### config.mk
export PLATFORM = sky130hd
export DESIGN_NAME = jk_cmd_driver
export DESIGN_NICKNAME = d
export VERILOG_FILES = /design/src/rtl/jk_cmd_driver.sv
export SDC_FILE = /design/constraint.sdc
export NUM_CORES = 1
export LEC_CHECK = 0
export BUFFER_PORTS_ARGS = -buffer_cell sky130_fd_sc_hd__buf_2
export CORE_ASPECT_RATIO = 0.75
export CORE_MARGIN = 2
export CORE_UTILIZATION = 58
export CTS_CLUSTER_DIAMETER = 80
export DETAILED_ROUTE_END_ITERATION = 12
export PLACE_DENSITY = 0.8
export SLEW_MARGIN = 15
export SYNTH_ARGS = -nofsm -noshare
export SYNTH_HDL_FRONTEND = slang
export SYNTH_SLANG_ARGS = --single-unit
### constraint.sdc
create_clock -name clk -period 3.45 [get_ports clk]
set_input_delay 0.69 -clock clk [delete_from_list [all_inputs] [get_ports clk]]
set_output_delay 0.69 -clock clk [all_outputs]
set_load 0.01 [all_outputs]
### src/rtl/jk_cmd_driver.sv
// Command-driven J/K stimulus stage: queues hold/clear/set/toggle commands, pulses
// j/k for one cycle per command, predicts the flip-flop state and checks q against it.
module jk_cmd_driver #(
  parameter int DEPTH = 4,
  parameter int CNT_W = 8
) (
  input  logic             clk,
  input  logic             reset,
  input  logic             cmd_valid,
  input  logic [1:0]       cmd,
  output logic             cmd_ready,
  input  logic             q_fb,
  output logic             j,
  output logic             k,
  output logic             exp_q,
  output logic             mismatch,
  output logic             busy,
  output logic [CNT_W-1:0] done_cnt
);

  localparam int PTR_W = (DEPTH > 1) ? $clog2(DEPTH) : 1;
  localparam int OCC_W = $clog2(DEPTH + 1);

  localparam logic [1:0] S_IDLE  = 2'd0;
  localparam logic [1:0] S_APPLY = 2'd1;
  localparam logic [1:0] S_CHECK = 2'd2;

  logic [1:0]       fifo_q [DEPTH];
  logic [PTR_W-1:0] wr_ptr_q, wr_ptr_d;
  logic [PTR_W-1:0] rd_ptr_q, rd_ptr_d;
  logic [OCC_W-1:0] occ_q, occ_d;
  logic [1:0]       state_q, state_d;
  logic             j_q, j_d;
  logic             k_q, k_d;
  logic             exp_q_q, exp_q_d;
  logic             mis_q, mis_d;
  logic [CNT_W-1:0] cnt_q, cnt_d;

  logic             full, empty, push, pop;
  logic [1:0]       head;

  // Next flip-flop state from the J/K pair that was driven during APPLY.
  function automatic logic jk_next(input logic q, input logic jv, input logic kv);
    logic r;
    case ({jv, kv})
      2'b01:   r = 1'b0;
      2'b10:   r = 1'b1;
      2'b11:   r = ~q;
      default: r = q;
    endcase
    return r;
  endfunction

  assign full      = (occ_q == OCC_W'(DEPTH));
  assign empty     = (occ_q == '0);
  assign cmd_ready = reset & ~full;
  assign push      = cmd_valid & cmd_ready;
  assign pop       = ~empty & ((state_q == S_IDLE) | (state_q == S_CHECK));
  assign head      = fifo_q[rd_ptr_q];

  assign j        = j_q;
  assign k        = k_q;
  assign exp_q    = exp_q_q;
  assign mismatch = mis_q;
  assign done_cnt = cnt_q;
  assign busy     = (state_q != S_IDLE) | ~empty;

  // Command storage is data only; the pointers and occupancy decide what is valid.
  always_ff @(posedge clk) begin
    if (push) begin
      fifo_q[wr_ptr_q] <= cmd;
    end
  end

  always_comb begin
    wr_ptr_d = push ? wr_ptr_q + PTR_W'(1) : wr_ptr_q;
    rd_ptr_d = pop  ? rd_ptr_q + PTR_W'(1) : rd_ptr_q;
    occ_d    = occ_q;
    case ({push, pop})
      2'b10:   occ_d = occ_q + OCC_W'(1);
      2'b01:   occ_d = occ_q - OCC_W'(1);
      default: occ_d = occ_q;
    endcase
  end

  always_comb begin
    state_d = state_q;
    j_d     = 1'b0;
    k_d     = 1'b0;
    exp_q_d = exp_q_q;
    mis_d   = mis_q;
    cnt_d   = cnt_q;
    case (state_q)
      S_IDLE: begin
        if (pop) begin
          j_d     = head[1];
          k_d     = head[0];
          state_d = S_APPLY;
        end
      end
      S_APPLY: begin
        exp_q_d = jk_next(exp_q_q, j_q, k_q);
        state_d = S_CHECK;
      end
      S_CHECK: begin
        // The flip-flop sampled j/k at the APPLY exit edge, so q_fb is settled here.
        mis_d = mis_q | (q_fb != exp_q_q);
        cnt_d = cnt_q + CNT_W'(1);
        if (pop) begin
          j_d     = head[1];
          k_d     = head[0];
          state_d = S_APPLY;
        end else begin
          state_d = S_IDLE;
        end
      end
      default: state_d = S_IDLE;
    endcase
  end

  always_ff @(posedge clk) begin
    if (!reset) begin
      wr_ptr_q <= '0;
      rd_ptr_q <= '0;
      occ_q    <= '0;
      state_q  <= S_IDLE;
      j_q      <= 1'b0;
      k_q      <= 1'b0;
      exp_q_q  <= 1'b0;
      mis_q    <= 1'b0;
      cnt_q    <= '0;
    end else begin
      wr_ptr_q <= wr_ptr_d;
      rd_ptr_q <= rd_ptr_d;
      occ_q    <= occ_d;
      state_q  <= state_d;
      j_q      <= j_d;
      k_q      <= k_d;
      exp_q_q  <= exp_q_d;
      mis_q    <= mis_d;
      cnt_q    <= cnt_d;
    end
  end

endmodule

After elaboration in Yosys (flattened, before gate mapping)
Memory sizes are Yosys's and may differ from the RTL's. A register that Yosys moved wholly into a read port is not among the register bits.
Index checks and enable logic that the tools add are counted.
Storage, ports and cells
  register bits after elaboration: 19
  memory bits (writable): 8
  input bits: 6
  output and inout bits: 14
  logic and storage cells: 48
  memories: 1
Operators by class
  add/subtract/negate cells: 5
  eq/ne operators: 10
  mux-type cells: 7
  bitwise operators: 9
  reduce and logical (&&, ||, !) cells: 9
Memory list
  fifo_q: depth 4, bits a word 2, read ports 1, clocked after memory_dff 1, write ports 1, RTL line 28  | logic [1:0] fifo_q [DEPTH];
Operators by type and width (number)
  adder 8 x 1 -> 8 bit, second input constant: 1
  equality test 2 bit, second input constant: 4
  equality test 2 x 1 -> 1 bit, second input constant: 3
  one-hot mux 2 bit (3 select lines): 1
  one-hot mux 3 bit (2 select lines): 1
  adder 2 x 1 -> 2 bit, second input constant: 2
  nonzero test 2 bit: 2
  adder 3 x 1 -> 3 bit, second input constant: 1
  bitwise AND 1 bit: 3
  equality test 3 bit, second input constant: 1
  zero test 3 bit: 1
  2-to-1 mux 1 bit: 3
  NOT 1 bit: 3
  OR 1 bit: 3
  one-hot mux 1 bit (3 select lines): 1
  AND reduction 3 bit: 1
  nonzero test 3 bit: 1
  subtractor 3 x 1 -> 3 bit, second input constant: 1
  zero test 2 bit: 1
  2-to-1 mux 2 bit: 1
  inequality test 2 bit, second input constant: 1
  AND reduction 2 bit: 1
  OR reduction 2 bit: 1
  zero test 1 bit: 1
  inequality test 1 bit: 1

Logic depth before layout (Yosys ltp)
Gate-level depths: netlist (run 1).
  depth after elaboration: 6
  depth in mapped cells: 8
  mapped depth without buffers: 8

Least setup slack after synthesis (run 1)
Ideal clock, no wire load.
  path type: input port to flip-flop
  start point: in reset
  end point: reg occ_q[2]
  library setup time: 0.071 ns
  data arrival time: 2.433 ns
  required time: 3.379 ns
  slack: 0.946 ns
  stages on the path: 8
  buffers on the path: 0
  cell sequence: clkinv_1 > a211oi_2 > inv_1 > ha_1 > fa_1 > xnor2_1 > or3_1 > a21oi_1
Between the ends
  cells in the longest elaborated chain, start to end: 4
  elaborated cells between the ends (all ways): 6
  classes of those cells: 2 x eq/ne; 1 x mux; 2 x bitwise; 1 x reduce/logical
Ends and longest elaborated chain
  start: declaration: RTL line 8  | input logic reset,
  bitwise AND 1 bit: RTL line 56  | assign cmd_ready = reset & ~full;
  bitwise AND 1 bit: RTL line 57  | assign push = cmd_valid & cmd_ready;
  equality test 2 x 1 -> 1 bit / equality test 2 bit (equally long branches): RTL line 79  | case ({push, pop})
  one-hot mux 3 bit (2 select lines) / nonzero test 2 bit (equally long branches)
  end signal: assignment: RTL line 125  | occ_q <= '0;
  end signal: assignment: RTL line 135  | occ_q <= occ_d;
  end: declaration: RTL line 31  | logic [OCC_W-1:0] occ_q, occ_d;
Parallel ways exist; a longest one is shown, timed or not.
A chain may end at the register's enable or synchronous reset.

Worst setup path after layout (run 1)
  start point: reg occ_q[0]
  end point: reg occ_q[2]
Between the ends
  cells in the longest elaborated chain, start to end: 6
  elaborated cells between the ends (all ways): 13
  classes of those cells: 2 x add/sub; 3 x eq/ne; 1 x mux; 5 x bitwise; 2 x reduce/logical
Ends and longest elaborated chain
  equality test 3 bit: RTL line 54  | assign full = (occ_q == OCC_W'(DEPTH));
  NOT 1 bit: RTL line 56
  bitwise AND 1 bit: RTL line 56
  bitwise AND 1 bit: RTL line 57
  equality test 2 x 1 -> 1 bit / equality test 2 bit (equally long branches): RTL line 79
  one-hot mux 3 bit (2 select lines) / nonzero test 2 bit (equally long branches)
Parallel ways exist; a longest one is shown, timed or not.

==> results of run 1 <==
-- routing by layer --
metal | track usage [%] | up-vias
li1 | - | 468
met5 | 0 | -
met4 | 8.37 | 0
met3 | 9.65 | 5
met2 | 32.7 | 23
met1 | 27.0 | 415
-- tightest hold or removal path, cell delays in order, from the launching register on --
cell and delay, ns:
dfxtp_1 0.33, a21oi_1 0.04, nor2_1 0.07
-- sequential cells by signal, indices dropped and copies added (netlist names) --
name,count
j,1
fifo_q,8
done_cnt,8
mismatch,1
exp_q,1
rd_ptr_q,2
state_q,2
occ_q,3
wr_ptr_q,2
k,1
-- placed cells by master (no fill, tap or decap), drive strengths merged, types with 3 or more instances in the layout --
cell type,count
nand2,6
nand3b,3
o21ai,3
a21oi,10
edfxtp,8
dfxtp,21
clkbuf,7
or3,3
ha,6
inv,7
or4,4
o31ai,4
nor2,10
mux2i,5
and2,6
xor2,3
buf,21
-- how the worst max path moves through the flow --
stage,depth (start not counted),start,to,slack (ns)
floorplan,8,reset,occ_q[2],0.95
global placement,9,reset,occ_q[2],0.87
detailed placement,9,reset,occ_q[2],0.76
CTS,8,occ_q[0],occ_q[2],1.12
global route,8,occ_q[0],occ_q[2],0.95
finish,8,occ_q[0],occ_q[2],1.09
-- cells by family (layout without fill, tap and decap cells) --
group,after synthesis,in the layout
and+or+nand+nor,41,41
DFF,29,29
AOI/OAI and AO/OA,18,18
buffers and inverters,10,37
adders and majority gates,7,7
muxes,7,7
xor gates and xnor gates,5,5
-- power by group through the flow --
| stage | clock (mW) | combinational, mW | sequential [mW] |
|---|---|---|---|
| 3_3_place_gp | 0 | 0.284 | 0.473 |
| 5_1_grt | 0.308 | 0.338 | 0.482 |
| 4_1_cts | 0.291 | 0.302 | 0.470 |
| 2_1_floorplan | 0 | 0.223 | 0.461 |
| 3_5_place_dp | 0 | 0.301 | 0.478 |
| 6_report | 0.288 | 0.301 | 0.470 |
-- cell type report --
type | count | area share, %
Sequential cell | 29 | 44.3
Multi-Input combinational cell | 78 | 38.6
Timing Repair Buffer | 21 | 7.38
Clock buffer | 7 | 3.69
Clock inverter | 1 | 2.01
Inverter | 8 | 2.01
Tap cell | 24 | 2.01
==> flow_summary.yaml, run 1 <==
status:
  outcome: "finished, final reports clean"
synthesis:
  synth_compound_area_share_pct: 8.45
  ys_top_cells_by_count: "dfxtp_1 (21), a21oi_1 (10), nor2_1 (10)"
  netlist.area_leader.share_pct: 33.0
  synthMuxAreaShare_pct: 7.47
  synth_cell_types: 30
  synth_adder_area_share_pct: 7.47
  synthArstFlopShare_pct: 0
  synth_top_family_by_area: "simple AND/OR/NAND/NOR gates"
  synth_xor_area_share_pct: 3.44
  synth_edf_count: 8
  avgSynthCellArea_um2: 10.9
  synth_ff_type: "dfxtp_1"
  syn-cell-area_um2: 1270
  ys_warn_count: 0
  synth.most_common_cell: "dfxtp_1"
  synth_nets: 130
  yosys.area.top_type: "dfxtp_1"
  synthSimpleGateAreaFrac_pct: 18.4
  yosysSeqAreaShare_pct: 51.9
  syn_inst: 117
  ys_ff_latch: 29
  synth_area_leaders: "dfxtp_1 (33%), edfxtp_1 (19%), ha_1 (5.9%), a21oi_1 (3.9%), mux2i_1 (3.9%)"
grt:
  first_global_vias: 904
  overflow: 0
  grt_use_total_pct: 21.5
  grt_pass1_wl_mm: 3.91
  grt_antenna_before_repair: 0
  grt_max_degree: 18
timing:
  holdWs_ns: 0.472
  final_max_slew_viol_count: 0
  final.setup_skew_ns: 0.0101
  fin_crit_ns: 2.36
  relSlewSlack_pct: 70.8
  rsz0062_at_grt: "false"
  finalSetupViolations: 0
  hold_violations: 0
  timing.final.crit_share_pct: 68.5
  worst_slew_pin_slew_ns: 0.438
  fin_setup_tns_ns: 0
  fin_ws_ns: 1.09
  fmax_mhz: 423
critical_path:
  reg2regPathDepth: 8
  path_buf_inv: 1
  worstPathArrival_ns: 2.62
  crit_family: "adder cells"
  max_stage_delay_ns: 0.44
  reg2reg_to: "occ_q[2]"
  worst-setup-path-type: "register to register"
  worstSetupEndpointType: "register"
  path_cells: "nor2_1 > a211oi_2 > inv_1 > ha_1 > fa_1 > xnor2_1 > or3_1 > a21oi_1"
  setup.worst_path.start_class: "register"
  required_ns: 3.71
  critPathMaxFanout: 7
  cpMaxStageDelayCell: "a211oi_2"
  reg2reg_slack_ns: 1.09
  r2r_start: "occ_q[0]"
layout:
  syn_to_final_growth_pct: 17.1
  final_area_um2: 1490
  seq_area_um2: 661
  layout.cells.non_filler: 168
  antenna-diode-count: 0
  nFillCells: 156
  multi_input_area_um2: 576
  drive_gt1_share_pct: 23.6
  final_util_pct: 73.4
  final_nets: 156
route:
  wirelength_mm: 2.30
  wl_met3_um: 113
  ant_nets: 0
  via_per_inst: 5.42
  routed.top_layer: "met4"
  firstDrtPassIters: 4
  route.detailed.drc: 0
  drt-met1-wl_mm: 1.14
  wl_per_cell_um: 13.7
  dr_total_vias: 911
  drt-initial-drc-count: 25
  dr_wl_met2_mm: 1.02
place:
  placed_cells: 160
  port_buffers: 19
  place_area_um2: 1410
  gp_congestion: 0.769
  dp_slack_ns: 0.765
  hpwl_mm: 1.67
power_and_ir_drop:
  power_switching_mw: 0.331
  combPwrFrac_pct: 28.4
  p_seq_share_pct: 44.4
  p_per_area_nw_per_um2: 710
  p_total_mw: 1.06
  p_leak_nw: 0.614
  intPower_mw: 0.729
  clockPowerShare_pct: 27.2
  vdd.ir_drop.worst_mv: 0.627
  p_sw_share_pct: 31.2
floorplanning:
  initial_core_util_pct: 62.7
  ios: 20
  fp.dieW_um: 58.1
  coreArea_um2: 2030
  rows: 14
  die_h_um: 44.6
  die-area_um2: 2590
clocking:
  cts_hold_buf: 0
  cts_sinks: 29
  cts_tree: "built"
  cts_buffers: 5
  cts_max_level: 2
  post_cts_resized: 0
  ctsRootBufferMaster: "clkbuf_4"
  clk_latency_ns: 0.33
  clockBufferDepth: 2
  post_cts_buffers: 0
  clk_pin_slew_ns: 0.09
worst_hold_path:
  min_path_cells: 2
  hold_end: "mismatch"
  hp-class: "register to register"
  hold_path_startpoint: "mismatch"
job:
  maxCapViolCount: 0
No activity file was read; power rests on OpenSTA's default activity.
==> inputs of run 2 (changes only) <==
--- a/config.mk
+++ b/config.mk
@@ -8,10 +8,10 @@
 export BUFFER_PORTS_ARGS = -buffer_cell sky130_fd_sc_hd__buf_2
 export CORE_ASPECT_RATIO = 0.75
 export CORE_MARGIN = 2
-export CORE_UTILIZATION = 58
+export CORE_UTILIZATION = 49
 export CTS_CLUSTER_DIAMETER = 80
 export DETAILED_ROUTE_END_ITERATION = 12
-export PLACE_DENSITY = 0.8
+export PLACE_DENSITY = 0.72
 export SLEW_MARGIN = 15
 export SYNTH_ARGS = -nofsm -noshare
 export SYNTH_HDL_FRONTEND = slang
==> constraint.sdc (replaced) <==
create_clock -name clk -period 1.9 [get_ports clk]
set_input_delay 0.38 -clock clk [delete_from_list [all_inputs] [get_ports clk]]
set_output_delay 0.38 -clock clk [all_outputs]
set_load 0.01 [all_outputs]
==> flow_summary.yaml, run 2 (synthesis results as in run 1) <==
status:
  outcome: "complete, but fails checks"
  violations: "negative setup slack"
power_and_ir_drop:
  p_leak_nw: 0.657
  vdd.ir_drop.worst_mv: 0.861
  p_per_area_nw_per_um2: 1290
clocking:
  cts_max_level: 2
  clk_pin_slew_ns: 0.09
  cts_hold_buf: 0
  clk_latency_ns: 0.33
  clockBufferDepth: 2
  cts_tree: "built"
  cts_sinks: 29
  ctsRootBufferMaster: "clkbuf_4"
  cts_buffers: 5
floorplanning:
  ios: 20
  die_h_um: 48.2
  initial_core_util_pct: 53.4
  coreArea_um2: 2380
  die-area_um2: 3030
  fp.dieW_um: 62.9
  rows: 15
layout:
  drive_gt1_share_pct: 33.8
  layout_common_cells: "buf_2 (19), dfxtp_1 (18), a21oi_1 (10)"
  layout.cells.non_filler: 185
  layout_commonest_cell: "buf_2"
  syn_to_final_growth_pct: 25.8
  final_nets: 163
  final_area_um2: 1600
  antenna-diode-count: 0
grt:
  busiest_layer: "met2"
  grt_util_met2_pct: 36.2
  first_global_vias: 949
  grt.met3_usage_pct: 5.54
  grt_pass1_wl_mm: 4.32
  grt_antenna_before_repair: 0
  grt_use_total_pct: 19.8
  grt_max_degree: 18
  grt_use_met1_pct: 22.8
  overflow: 0
critical_path:
  path_buf_inv: 1
  required_ns: 2.15
  cpMaxStageDelayCell: "dfxtp_4"
  worstSetupEndpointType: "register"
  crit_family: "adder cells"
  path_cells: "nor2_2 > a211oi_4 > inv_2 > ha_4 > fa_2 > xnor2_2 > or3_1 > a21oi_1"
  max_stage_delay_ns: 0.38
  critPathMaxFanout: 3
  setup.worst_path.start_class: "register"
  worst-setup-path-type: "register to register"
  worstPathArrival_ns: 2.20
place:
  gp_congestion: 0.669
  placed_cells: 174
  hpwl_mm: 1.87
  place_area_um2: 1480
  port_buffers: 19
timing:
  timing.final.crit_share_pct: 102
  fin_crit_ns: 1.94
  final.setup_skew_ns: 0.00480
  worst_slew_pin_slew_ns: 0.385
  fin_setup_tns_ns: -0.0434
  hold_violations: 0
  final_max_slew_viol_count: 0
  fmax_mhz: 515
  relSlewSlack_pct: 74.3
  rsz0062_at_grt: "true"
  fin_ws_ns: -0.0434
  finalSetupViolations: 1
route:
  wl_per_cell_um: 13.7
  ant_nets: 0
  firstDrtPassIters: 4
  drt-initial-drc-count: 45
  via_per_inst: 5.21
  wirelength_mm: 2.54
  route.detailed.drc: 0
  dr_total_vias: 964
worst_hold_path:
  hp-class: "input port to register"
job:
  maxCapViolCount: 0
==> run 2: where the power goes <==
group	switching (mW)	internal, mW
logic	0.358	0.394
clock network	0.214	0.261
registers	0.0979	0.746
==> run 2: repair_timing <==
action | in CTS | in global routing
endpoints found under the hold margin | 0 | 0
endpoints found under the setup margin | 1 | 1
setup buffers | 3 | 0
pin swaps | 3 | 0
resized for setup | 4 | 0
cloned | 0 | 0
==> run 2: worst paths after layout <==
| check | startpoint | to | slack [ns] | depth (start not counted) |
|---|---|---|---|---|
| max | occ_q[0] | occ_q[2] | -0.04 | 8 |
| max reg2reg | occ_q[0] | occ_q[2] | -0.04 | 8 |
| min reg2reg | done_cnt[7] | done_cnt[7] | 0.49 | 2 |
| min | cmd[0] | fifo_q[0][0] | 0.28 | 1 |
==> run 2: final cells by class <==
type / instances / area (um^2)
Clock buffer: 8 / 80.1
Inverter: 8 / 35.0
Timing Repair Buffer: 28 / 163
Sequential cell: 29 / 669
Fill cell: 196 / 781
Multi-Input combinational cell: 78 / 613
Tap cell: 34 / 42.5
==> run 2: per-stage QoR <==
step	total power, mW	utilization, %	hold slack, ns	worst slack (ns)
6_report	2.07	67.2	0.277	-0.0434
5_1_grt	2.22	67.2	0.271	-0.112
4_1_cts	2.08	67.2	0.274	-0.00226
3_5_place_dp	1.51	62.2	0.477	-0.153
3_3_place_gp	1.47	62.2	0.442	-0.0477
2_1_floorplan	1.29	-	0.468	-0.0522
==> run 2: metal layers <==
metal / up-vias / share of wire (%) / wire length, um
met3: 8 / 4.4 / 112
met5: - / 0 / 0
met1: 448 / 46 / 1170
li1: 482 / - / -
met2: 26 / 48 / 1210
met4: 0 / 2.0 / 51
==> run 2: worst register-to-register path, delay by kind of cell (launching register included) <==
kind,cells,cell delay (ns)
AOI/OAI and AO/OA,2,0.36
xor gates and xnor gates,1,0.15
adders and majority gates,2,0.54
buffers and inverters,1,0.07
DFF,1,0.38
and+or+nand+nor,2,0.37
==> inputs of run 3 (changes only) <==
--- a/config.mk
+++ b/config.mk
@@ -8,10 +8,11 @@
 export BUFFER_PORTS_ARGS = -buffer_cell sky130_fd_sc_hd__buf_2
 export CORE_ASPECT_RATIO = 0.75
 export CORE_MARGIN = 2
-export CORE_UTILIZATION = 49
+export CORE_UTILIZATION = 54
 export CTS_CLUSTER_DIAMETER = 80
 export DETAILED_ROUTE_END_ITERATION = 12
-export PLACE_DENSITY = 0.72
+export PLACE_DENSITY = 0.76
+export SKIP_LAST_GASP = 1
 export SLEW_MARGIN = 15
 export SYNTH_ARGS = -nofsm -noshare
 export SYNTH_HDL_FRONTEND = slang
==> constraint.sdc (replaced) <==
create_clock -name clk -period 1.8 [get_ports clk]
set_input_delay 0.36 -clock clk [delete_from_list [all_inputs] [get_ports clk]]
set_output_delay 0.36 -clock clk [all_outputs]
set_load 0.01 [all_outputs]
==> flow_summary.yaml, run 3 (synthesis results as in run 1) <==
layout:
  layout_commonest_cell: "buf_2"
  drive_gt1_share_pct: 31.8
  layout.cells.non_filler: 185
  layout_common_cells: "buf_2 (19), dfxtp_1 (18), a21oi_1 (10)"
  seq_area_um2: 669
  syn_to_final_growth_pct: 22.8
  final_nets: 163
  nFillCells: 166
  antenna-diode-count: 0
  multi_input_area_um2: 596
clocking:
  cts_tree: "built"
  cts_buffers: 5
  ctsRootBufferMaster: "clkbuf_4"
  cts_max_level: 2
  cts_hold_buf: 0
  clk_pin_slew_ns: 0.09
  cts_sinks: 29
  clockBufferDepth: 2
  clk_latency_ns: 0.31
route:
  firstDrtPassIters: 4
  drt-initial-drc-count: 61
  wl_per_cell_um: 12.4
  route.detailed.drc: 0
  dr_total_vias: 952
  wirelength_mm: 2.30
  via_per_inst: 5.15
  ant_nets: 0
timing:
  fin_crit_ns: 1.86
  relSlewSlack_pct: 74.5
  timing.final.crit_share_pct: 103
  finalSetupViolations: 1
  final.setup_skew_ns: 0.0142
  fin_ws_ns: -0.0621
  worst_slew_pin_slew_ns: 0.382
  fin_setup_tns_ns: -0.0621
  rsz0062_at_grt: "true"
  hold_violations: 0
  fmax_mhz: 537
  final_max_slew_viol_count: 0
status:
  violations: "negative setup slack"
  outcome: "complete, but fails checks"
place:
  placed_cells: 175
  hpwl_mm: 1.77
  gp_congestion: 0.744
  dp_slack_ns: -0.212
  port_buffers: 19
floorplanning:
  coreArea_um2: 2270
  die_h_um: 46.1
  die-area_um2: 2770
  rows: 15
  fp.dieW_um: 60.1
  ios: 20
  initial_core_util_pct: 56.1
worst_hold_path:
  hold_end: "fifo_q[0][0]"
  hold_path_startpoint: "cmd[0]"
  min_path_cells: 1
  hp-class: "input port to register"
power_and_ir_drop:
  p_total_mw: 2.02
  p_per_area_nw_per_um2: 1290
  vdd.ir_drop.worst_mv: 0.908
  p_leak_nw: 0.641
critical_path:
  path_cells: "nor2_2 > a211oi_4 > inv_1 > ha_2 > fa_2 > xnor2_1 > or3_1 > a21oi_1"
  cpMaxStageDelayCell: "dfxtp_4"
  worst-setup-path-type: "register to register"
  worstSetupEndpointType: "register"
  worstPathArrival_ns: 2.09
  r2r_start: "occ_q[1]"
  required_ns: 2.02
  setup.worst_path.start_class: "register"
  crit_family: "adder cells"
  max_stage_delay_ns: 0.37
  critPathMaxFanout: 3
  reg2regPathDepth: 8
  path_buf_inv: 1
  reg2reg_to: "occ_q[2]"
  reg2reg_slack_ns: -0.06
grt:
  grt_antenna_before_repair: 0
  grt_max_degree: 18
  grt_pass1_wl_mm: 3.85
  overflow: 0
  first_global_vias: 886
  grt_use_total_pct: 19.4
job:
  maxCapViolCount: 0
-- run 3: area by class of cell --
class                   instances  area share [%]
well taps                      34            2.72
clock buffers                   8            3.76
inverters                       8            2.24
multi-input cells              78            38.1
flip-flops and latches         29            42.8
repair buffers                 28            10.4
-- run 3: stage by stage --
stage	hold WS (ns)	util, %	area (um^2)
6_report	0.270	68.9	1560
5_1_grt	0.251	68.9	1560
4_1_cts	0.263	68.9	1560
3_5_place_dp	0.470	65.6	1490
3_3_place_gp	0.442	65.6	1490
2_1_floorplan	0.459	-	1310
-- run 3: worst max path at each step --
stage	start	endpoint	slack [ns]	depth (start not counted)
floorplan	occ_q[0]	occ_q[2]	-0.14	8
global placement	reset	occ_q[2]	-0.13	9
detailed placement	reset	occ_q[2]	-0.21	9
CTS	occ_q[1]	occ_q[2]	-0.08	8
global route	occ_q[1]	occ_q[2]	-0.16	8
finish	occ_q[1]	occ_q[2]	-0.06	8
-- run 3: per-layer routing --
| metal | wire length (um) | vias up | track usage, % |
|---|---|---|---|
| met2 | 1180 | 20 | 31.7 |
| li1 | - | 488 | - |
| met3 | 71 | 2 | 5.90 |
| met4 | 12 | 0 | 6.67 |
| met1 | 1030 | 442 | 24.7 |
| met5 | 0 | - | 0 |
-- run 3: power by group --
part	leakage (nW)	internal, mW	switching [mW]
sequential	0.245	0.787	0.100
combinational	0.363	0.389	0.355
clock	0.0326	0.193	0.199
total	0.641	1.37	0.654
-- run 3: repair_timing --
item / in CTS / in global routing
gates resized for setup: 1 / 0
buffers inserted: 2 / 0
cloned: 0 / 0
pin swaps: 2 / 0
endpoints found under the setup margin: 1 / 1
